`src/rtl/fp_pkg.sv`:
```
// Shared IEEE-754 single-precision field definitions and FSM state encoding
// for the sequential subtractor.
package fp_pkg;

  localparam int EXP_W  = 8;
  localparam int FRAC_W = 23;
  localparam int MANT_W = 24;
  localparam logic [EXP_W-1:0] EXP_MAX = 8'd255;

  localparam logic [31:0] QNAN    = 32'h7FC0_0000;
  localparam logic [31:0] POS_INF = 32'h7F80_0000;
  localparam logic [31:0] NEG_INF = 32'hFF80_0000;

  typedef struct packed {
    logic              sign;
    logic [EXP_W-1:0]  exp;
    logic [FRAC_W-1:0] frac;
  } fp_t;

  typedef enum logic [2:0] {IDLE, ALIGN, ARITH, NORM, DONE} state_t;

  // Operands are already flushed, so exp==0 always means an exact zero.
  function automatic logic [MANT_W-1:0] mant_of(input fp_t v);
    return (v.exp == '0) ? '0 : {1'b1, v.frac};
  endfunction

endpackage

```
`src/rtl/fp_classify.sv`:
```
// Combinational classification of one IEEE single operand.
module fp_classify
  import fp_pkg::*;
(
  input  fp_t  op,
  output logic is_zero,
  output logic is_inf,
  output logic is_nan,
  output logic is_denorm
);

  assign is_zero   = (op.exp == '0) && (op.frac == '0);
  assign is_denorm = (op.exp == '0) && (op.frac != '0);
  assign is_inf    = (op.exp == EXP_MAX) && (op.frac == '0);
  assign is_nan    = (op.exp == EXP_MAX) && (op.frac != '0);

endmodule

```
`src/rtl/fp_sub_seq.sv`:
```
// Multi-cycle IEEE single subtractor (diff = a - b), truncating, denormals
// flushed to zero, one operation in flight over valid/ready handshakes.
module fp_sub_seq
  import fp_pkg::*;
#(
  parameter logic [31:0] NAN_VALUE   = 32'h7FC0_0000,
  parameter int unsigned ALIGN_LIMIT = 25
) (
  input  logic        clk,
  input  logic        rst_n,
  input  logic        in_valid,
  output logic        in_ready,
  input  logic [31:0] a,
  input  logic [31:0] b,
  output logic        out_valid,
  input  logic        out_ready,
  output logic [31:0] diff,
  output logic        busy
);

  state_t      state_reg, state_next;
  fp_t         a_reg, a_next, b_reg, b_next;
  logic        sign_reg, sign_next;
  logic [7:0]  exp_reg, exp_next;
  logic [23:0] mant_l_reg, mant_l_next, mant_s_reg, mant_s_next;
  logic        eff_add_reg, eff_add_next;
  logic [24:0] mant_reg, mant_next;
  logic [31:0] diff_reg, diff_next;

  fp_t  ops [2];
  fp_t  flushed [2];
  logic [1:0] zero_flag, inf_flag, nan_flag, denorm_flag;

  assign ops[0] = a;
  assign ops[1] = b;

  for (genvar gi = 0; gi < 2; gi++) begin : g_cls
    fp_classify u_cls (
      .op        (ops[gi]),
      .is_zero   (zero_flag[gi]),
      .is_inf    (inf_flag[gi]),
      .is_nan    (nan_flag[gi]),
      .is_denorm (denorm_flag[gi])
    );
    assign flushed[gi] = (zero_flag[gi] || denorm_flag[gi]) ?
                         {ops[gi].sign, 31'd0} : ops[gi];
  end

  // Alignment helpers: magnitude compare picks a on ties.
  logic        a_big;
  logic [7:0]  exp_gap;
  logic [23:0] mant_small, mant_aligned;
  logic [7:0]  exp_up, exp_dn;

  assign a_big        = {a_reg.exp, a_reg.frac} >= {b_reg.exp, b_reg.frac};
  assign exp_gap      = a_big ? (a_reg.exp - b_reg.exp) : (b_reg.exp - a_reg.exp);
  assign mant_small   = a_big ? mant_of(b_reg) : mant_of(a_reg);
  assign mant_aligned = (32'(exp_gap) >= ALIGN_LIMIT) ? 24'd0 : (mant_small >> exp_gap);
  assign exp_up       = exp_reg + 8'd1;
  assign exp_dn       = exp_reg - 8'd1;

  always_ff @(posedge clk) begin
    if (!rst_n) begin
      state_reg   <= IDLE;
      a_reg       <= '0;
      b_reg       <= '0;
      sign_reg    <= 1'b0;
      exp_reg     <= '0;
      mant_l_reg  <= '0;
      mant_s_reg  <= '0;
      eff_add_reg <= 1'b0;
      mant_reg    <= '0;
      diff_reg    <= '0;
    end else begin
      state_reg   <= state_next;
      a_reg       <= a_next;
      b_reg       <= b_next;
      sign_reg    <= sign_next;
      exp_reg     <= exp_next;
      mant_l_reg  <= mant_l_next;
      mant_s_reg  <= mant_s_next;
      eff_add_reg <= eff_add_next;
      mant_reg    <= mant_next;
      diff_reg    <= diff_next;
    end
  end

  always_comb begin
    state_next   = state_reg;
    a_next       = a_reg;
    b_next       = b_reg;
    sign_next    = sign_reg;
    exp_next     = exp_reg;
    mant_l_next  = mant_l_reg;
    mant_s_next  = mant_s_reg;
    eff_add_next = eff_add_reg;
    mant_next    = mant_reg;
    diff_next    = diff_reg;

    case (state_reg)
      IDLE: begin
        if (in_valid) begin
          state_next = DONE;
          if (nan_flag != 2'b00) begin
            diff_next = NAN_VALUE;
          end else if (inf_flag == 2'b11 && a[31] == b[31]) begin
            diff_next = NAN_VALUE;
          end else if (inf_flag[0]) begin
            diff_next = a;
          end else if (inf_flag[1]) begin
            diff_next = {~b[31], b[30:0]};
          end else if (flushed[0].exp == '0 && flushed[1].exp == '0) begin
            diff_next = {a[31] & ~b[31], 31'd0};
          end else begin
            a_next     = flushed[0];
            b_next     = flushed[1];
            state_next = ALIGN;
          end
        end
      end
      ALIGN: begin
        // Subtraction is an add of b with its sign inverted.
        sign_next    = a_big ? a_reg.sign : ~b_reg.sign;
        exp_next     = a_big ? a_reg.exp : b_reg.exp;
        mant_l_next  = a_big ? mant_of(a_reg) : mant_of(b_reg);
        mant_s_next  = mant_aligned;
        eff_add_next = (a_reg.sign == ~b_reg.sign);
        state_next   = ARITH;
      end
      ARITH: begin
        mant_next  = eff_add_reg ? ({1'b0, mant_l_reg} + {1'b0, mant_s_reg})
                                 : ({1'b0, mant_l_reg} - {1'b0, mant_s_reg});
        state_next = NORM;
      end
      NORM: begin
        if (mant_reg[24]) begin
          mant_next = mant_reg >> 1;
          exp_next  = exp_up;
          if (exp_up == EXP_MAX) begin
            diff_next  = sign_reg ? NEG_INF : POS_INF;
            state_next = DONE;
          end
        end else if (mant_reg == '0) begin
          diff_next  = '0;
          state_next = DONE;
        end else if (mant_reg[23]) begin
          diff_next  = {sign_reg, exp_reg, mant_reg[22:0]};
          state_next = DONE;
        end else if (exp_dn == '0) begin
          diff_next  = {sign_reg, 31'd0};
          state_next = DONE;
        end else begin
          mant_next = mant_reg << 1;
          exp_next  = exp_dn;
        end
      end
      DONE: begin
        if (out_ready) state_next = IDLE;
      end
      default: state_next = IDLE;
    endcase
  end

  assign in_ready  = (state_reg == IDLE);
  assign busy      = (state_reg != IDLE);
  assign out_valid = (state_reg == DONE);
  assign diff      = diff_reg;

endmodule
```
`config.mk`:
```
export PLATFORM = sky130hd
export DESIGN_NAME = fp_sub_seq
export DESIGN_NICKNAME = d
export VERILOG_FILES = /design/src/rtl/fp_pkg.sv /design/src/rtl/fp_classify.sv /design/src/rtl/fp_sub_seq.sv
export SDC_FILE = /design/constraint.sdc
export NUM_CORES = 1
export LEC_CHECK = 0
export CORE_ASPECT_RATIO = 0.6
export CORE_MARGIN = 10
export CORE_UTILIZATION = 50
export DETAILED_ROUTE_END_ITERATION = 7
export DONT_BUFFER_PORTS = 1
export PLACE_DENSITY = 0.76
export SLEW_MARGIN = 20
export SYNTH_ARGS = -nofsm -noshare
export SYNTH_HDL_FRONTEND = slang
export SYNTH_SLANG_ARGS = --single-unit
```
`constraint.sdc`:
```
create_clock -name clk -period 4.85 [get_ports clk]
set_clock_uncertainty 0.05 [all_clocks]
set_input_delay 0.2425 -clock clk [delete_from_list [all_inputs] [get_ports clk]]
set_output_delay 0.2425 -clock clk [all_outputs]
set_load 0.03 [all_outputs]
```
# [After elaboration in Yosys (flattened, before gate mapping)]
# Cells that the tools add are included.
[totals] regBits=182 in_bits=68 wordCells=134
[op_classes] addsub=6 magnitude_cmp=2 n_eq_ne=18 shift=1 muxes=47 bitwise_logic=8 n_reduce_logical=36
[ops] op="$mux W32" count=12
[ops] op="$mux W24" count=9
[ops] op="$pmux W32 S2" count=1
[ops] op="$mux W31" count=2
[ops] op="$logic_not A8 Y1" count=7
[ops] op="$pmux W25 S2" count=1
[ops] op="$mux W8" count=6
[ops] op="$logic_not A23 Y1" count=2
[ops] op="$reduce_bool A23 Y1" count=2
[ops] op="$mux W3" count=12
[ops] op="$ge A31 B31 Y1" count=1
[ops] op="$add A24 B24 Y25" count=1
[ops] op="$logic_not A25 Y1" count=1
[ops] op="$mux W25" count=1
[ops] op="$sub A24 B24 Y25" count=1
[ops] op="$eq A8 B8 Y1 const B" count=3
[ops] op="$shr A24 B8 Y24" count=1
[ops] op="$pmux W8 S2" count=1
[ops] op="$sub A8 B8 Y8" count=2
[ops] op="$pmux W3 S5" count=1
[ops] op="$ne A3 B3 Y1 const B" count=4
[ops] op="$reduce_and A4 Y1" count=3
[ops] op="$logic_and A1 B1 Y1" count=10
[ops] op="$add A8 B1 Y8 const B" count=1
[ops] op="21 further kinds" count=33

# [Depth between registers and ports, before layout]
[depth] depth_word=13 mapped_depth=18 ltp_nobuf=18

# [By module]
# From an unflattened synthesis, not the netlist that was laid out.
[hier_totals] hier_cells=1836 area_unflattened_um2=13546.7
[by_module_without_submodules] module="fp_sub_seq" instances=1 cells_each=1796 area_each_um2=13276.5 seq_area_each_um2=3643.5
[by_module_without_submodules] module="fp_classify" instances=2 cells_each=20 area_each_um2=135.1 seq_area_each_um2=0.0

# [Least setup slack after synthesis]
# No wires, ideal clock.
[synth_path] path_kind="reg-to-reg" startpoint="register eff_add_reg" endpoint="register mant_reg[22]" arrival_time_ns=3.377 t_required_ns=4.730 slack_ns=1.353 stages_incl_launch_ff=16 n_path_buf=2 cell_sequence="dfxtp_1 -> clkbuf_1 -> clkbuf_1 -> nor2_1 -> xor2_1 -> ha_1 -> a21oi_1 -> o21bai_1 -> a2111oi_0 -> nor4b_1 -> o2111ai_1 -> a21boi_1 -> o21ai_0 -> a2111o_1 -> and3_1 -> a21oi_1"
[synth_via] elab_chain_len=2
[synth_lines] item="start, declared" line="fp_sub_seq.sv:26" source="logic eff_add_reg, eff_add_next;"
[synth_lines] item="start signal, assigned" line="fp_sub_seq.sv:82" source="eff_add_reg <= eff_add_next;"
[synth_lines] item="$mux W25" line="fp_sub_seq.sv:131" source="mant_next = eff_add_reg ? ({1'b0, mant_l_reg} + {1'b0, mant_s_reg})"
[synth_lines] item="$pmux W25 S2" line="fp_sub_seq.sv:100" source="case (state_reg)"
[synth_lines] item="end signal, assigned" line="fp_sub_seq.sv:83" source="mant_reg <= mant_next;"
[synth_lines] item="end, declared" line="fp_sub_seq.sv:27" source="logic [24:0] mant_reg, mant_next;"
# No other way between the ends.
# A chain may end at the register's enable or synchronous reset.

# [Final worst setup path]
[layout_path] startpoint="register mant_s_reg[0]" endpoint="register mant_reg[22]"
[layout_via] elab_chain_len=3 word_cells_on_any_way=4 classes_between="add/sub: 2; mux: 2"
[layout_lines] item="start, declared" line="fp_sub_seq.sv:25" source="logic [23:0] mant_l_reg, mant_l_next, mant_s_reg, mant_s_next;"
[layout_lines] item="start signal, assigned" line="fp_sub_seq.sv:81" source="mant_s_reg <= mant_s_next;"
[layout_lines] item="$sub A24 B24 Y25 / $add A24 B24 Y25 (equally long branches)" line="fp_sub_seq.sv:132, fp_sub_seq.sv:131"
[layout_lines] item="$mux W25 *" line="fp_sub_seq.sv:131"
[layout_lines] item="$pmux W25 S2 *" line="fp_sub_seq.sv:100"
# Mark *: on every way between the ends. The rest lies on a longest branch, timed or not.

==> metrics.csv <==
stage,metric,value,unit
critical_path,critPathTopFamily,simple AND/OR/NAND/NOR gates,
clock_network,cts_root_buf,clkbuf_16,
sta,rsz0062_at_grt,false,
sta,max_slew_margin,25.0,%
logic_synthesis,synth_edf_count,0,
critical_path,r2r_setup_slack,420,ps
grt,grt_overflow_total,0,
hold_path,worstHoldPathType,in -> reg,
clock_network,cts.sinks,182,
clock_network,cts-buffers-inserted,17,
critical_path,worstPathRequired,5180,ps
critical_path,crit_path_frequent_cell,ha_1,
hold_path,min_to,a_reg[8],
sta,post-route-period-util,91.3,%
critical_path,endpoint_kind,flip-flop,
logic_synthesis,syn_avg_cell_area,7.46,sq um
clock_network,clk_transition_reported_paths,70,ps
clock_network,cts_resized,0,
clock_network,clk_latency,450,ps
floorplan,fp.coreArea,25300,sq um
detailed_routing,finalWirelength,49700,microns
finish,layout.nets,1864,
floorplan,num_rows,45,
power_and_ir_drop,leakage,5.55,nW
grt,grt_use_total,29.7,%
placed_design,place_area,13100,sq um
logic_synthesis,async_flop_share,0,%
finish,antenna_cells,0,
finish,area_delta_synth_final,11.2,%
logic_synthesis,dominantRegCellSynth,dfxtp_1,
power_and_ir_drop,p_per_area,736,nW/um^2
critical_path,worstReg2RegStart,mant_s_reg[0],
run_status,status,completed,
sta,period_minus_slack,4430,ps
detailed_routing,num_vias,13900,
flow_run,maxCapViolations,0,
floorplan,dieWidth,227,microns
floorplan,dieHeight,144,microns
sta,hold_viol_final,0,
critical_path,rr_worst_depth,15,
clock_network,cts_setup_buffers,0,
sta,fmax,226,MHz
sta,setup_viol,0,
logic_synthesis,synth-seq-area-share,28.4,%
grt,grt_pass1_vias,12600,
finish,fin_area,14300,sq um
critical_path,crit_fanout,5,
clock_network,postCtsHoldBufs,64,
placed_design,place_congestion,1.06,
logic_synthesis,synth_cell_types,88,
placed_design,hpwl,36700,microns
hold_path,worstHoldPathCells,2,
placed_design,port_buffers,0,
finish,mostFrequentLayoutCells,"206 x nand2_1, 182 x dfxtp_1, 172 x nor2_1",
sta,maxSlewViolCount,0,
finish,stdcell_count,2065,
logic_synthesis,synthesis.area,12800,sq um
detailed_routing,antenna_left,0,
grt,antenna_found_initial,0,
grt,grt_max_degree,105,
placed_design,place_worst_setup_slack,695,ps
critical_path,crit_arrival,4760,ps
grt,grt_pass1_wl,75300,microns
floorplan,initial_core_util,50.7,%
power_and_ir_drop,total_power,10.5,mW
critical_path,slowest_stage,nor4b_1,
logic_synthesis,ys_ff_latch,182,
clock_network,cts_buffer_depth,2,
critical_path,max_stage_delay,750,ps
detailed_routing,drc,0,
critical_path,worstSetupPathType,reg -> reg,
critical_path,r2r-end,mant_reg[22],
clock_network,cts_tree,yes,
hold_path,min_from,a[8],
detailed_routing,via_per_inst,6.75,
logic_synthesis,syn_inst,1720,
sta,fin_tns_setup,0,ps
detailed_routing,wl_per_cell,24.0,microns
critical_path,crit_buf_inv,1,
floorplan,boundaryPins,103,
finish,layout_commonest_cell,nand2_1,
critical_path,startpoint_type,flip-flop,
critical_path,crit_chain,"inv_1, ha_1, nand2_1, nor3_1, a31oi_1, xor2_1, ha_1, nand3_1, nor4b_1, o2111ai_1, a21boi_1, o21ai_0, a2111o_1, and3_1, a21oi_1",
detailed_routing,drtIter0Drc,2090,
clock_network,htree_levels,4,
sta,worst_pin_slew,1130,ps
placed_design,placed_cells,1970,
floorplan,dieArea,32700,sq um
detailed_routing,dr.pass1.iters,6,
logic_synthesis,ys_warn_count,0,
logic_synthesis,syn_nets,1860,
finish,drive_gt1_share,6.91,%
power_and_ir_drop,vdd_drop_max,0.000362,V
sta,setup_ws,421,ps
kinds of logic (layout without fill, tap and decap cells):
family	after synthesis	in the layout	synth area share, %
flops	182	182	28.4
buf+inv	186	202	5.80
mux	63	63	5.16
fa+ha+maj	72	72	7.20
compound gates	523	523	27.0
simple gates	651	651	23.5
xor+xnor	43	43	2.94
worst max path at each step:
stage	startpoint	end	cells after the start
floorplan	eff_add_reg	mant_reg[22]	15
CTS	mant_s_reg[0]	mant_reg[22]	15
global placement	a_reg[27]	mant_s_reg[6]	12
finish	mant_s_reg[0]	mant_reg[22]	15
detailed placement	a_reg[27]	mant_s_reg[7]	12
global route	mant_s_reg[0]	mant_reg[22]	15
report_power, final:
group / internal (mW) / switching [mW] / leakage (nW) / total, mW
clock: 0.765 / 0.647 / 0.285 / 1.41
sequential: 1.82 / 0.489 / 1.48 / 2.31
combinational: 2.20 / 4.59 / 3.78 / 6.79
total: 4.78 / 5.72 / 5.55 / 10.5
cell type report:
type	count	area (sq um)
fill	2301	11000
multi-input combinational	1352	8460
sequential	182	3640
timing repair buffer	102	921
clock buffer	18	429
tap	329	412
inverter	69	262
clock inverter	13	145
synthesized netlist by cell type (33+ instances only):
cell type / number / area share (%)
a21oi_1: 165 / 6.4
nor2_1: 173 / 5.1
mux2i_1: 47 / 3.7
a22oi_1: 34 / 2.0
o21ai_0: 80 / 3.1
dfxtp_1: 182 / 28
nor3_1: 60 / 2.3
clkbuf_1: 89 / 2.6
inv_1: 67 / 2.0
ha_1: 69 / 6.7
a211oi_1: 33 / 1.9
nand2_1: 207 / 6.1
nand3_1: 74 / 2.9
metrics by stage:
stage	utilization (%)	hold WS, ps
after floorplan	-	328
after CTS	56.5	3.22
after global routing	56.4	9.82
final	56.4	38.5
after global placement	51.7	330
after detailed placement	51.7	337
metal layers:
| metal | up-vias | share of wire [%] | GRT usage (%) |
|---|---|---|---|
| met5 | - | 0 | 0 |
| met4 | 0 | 1.8 | 6.89 |
| met3 | 80 | 17 | 14.4 |
| met2 | 975 | 39 | 39.8 |
| met1 | 6577 | 42 | 41.3 |
| li1 | 6308 | - | - |
(Power assumes the default switching activity.)
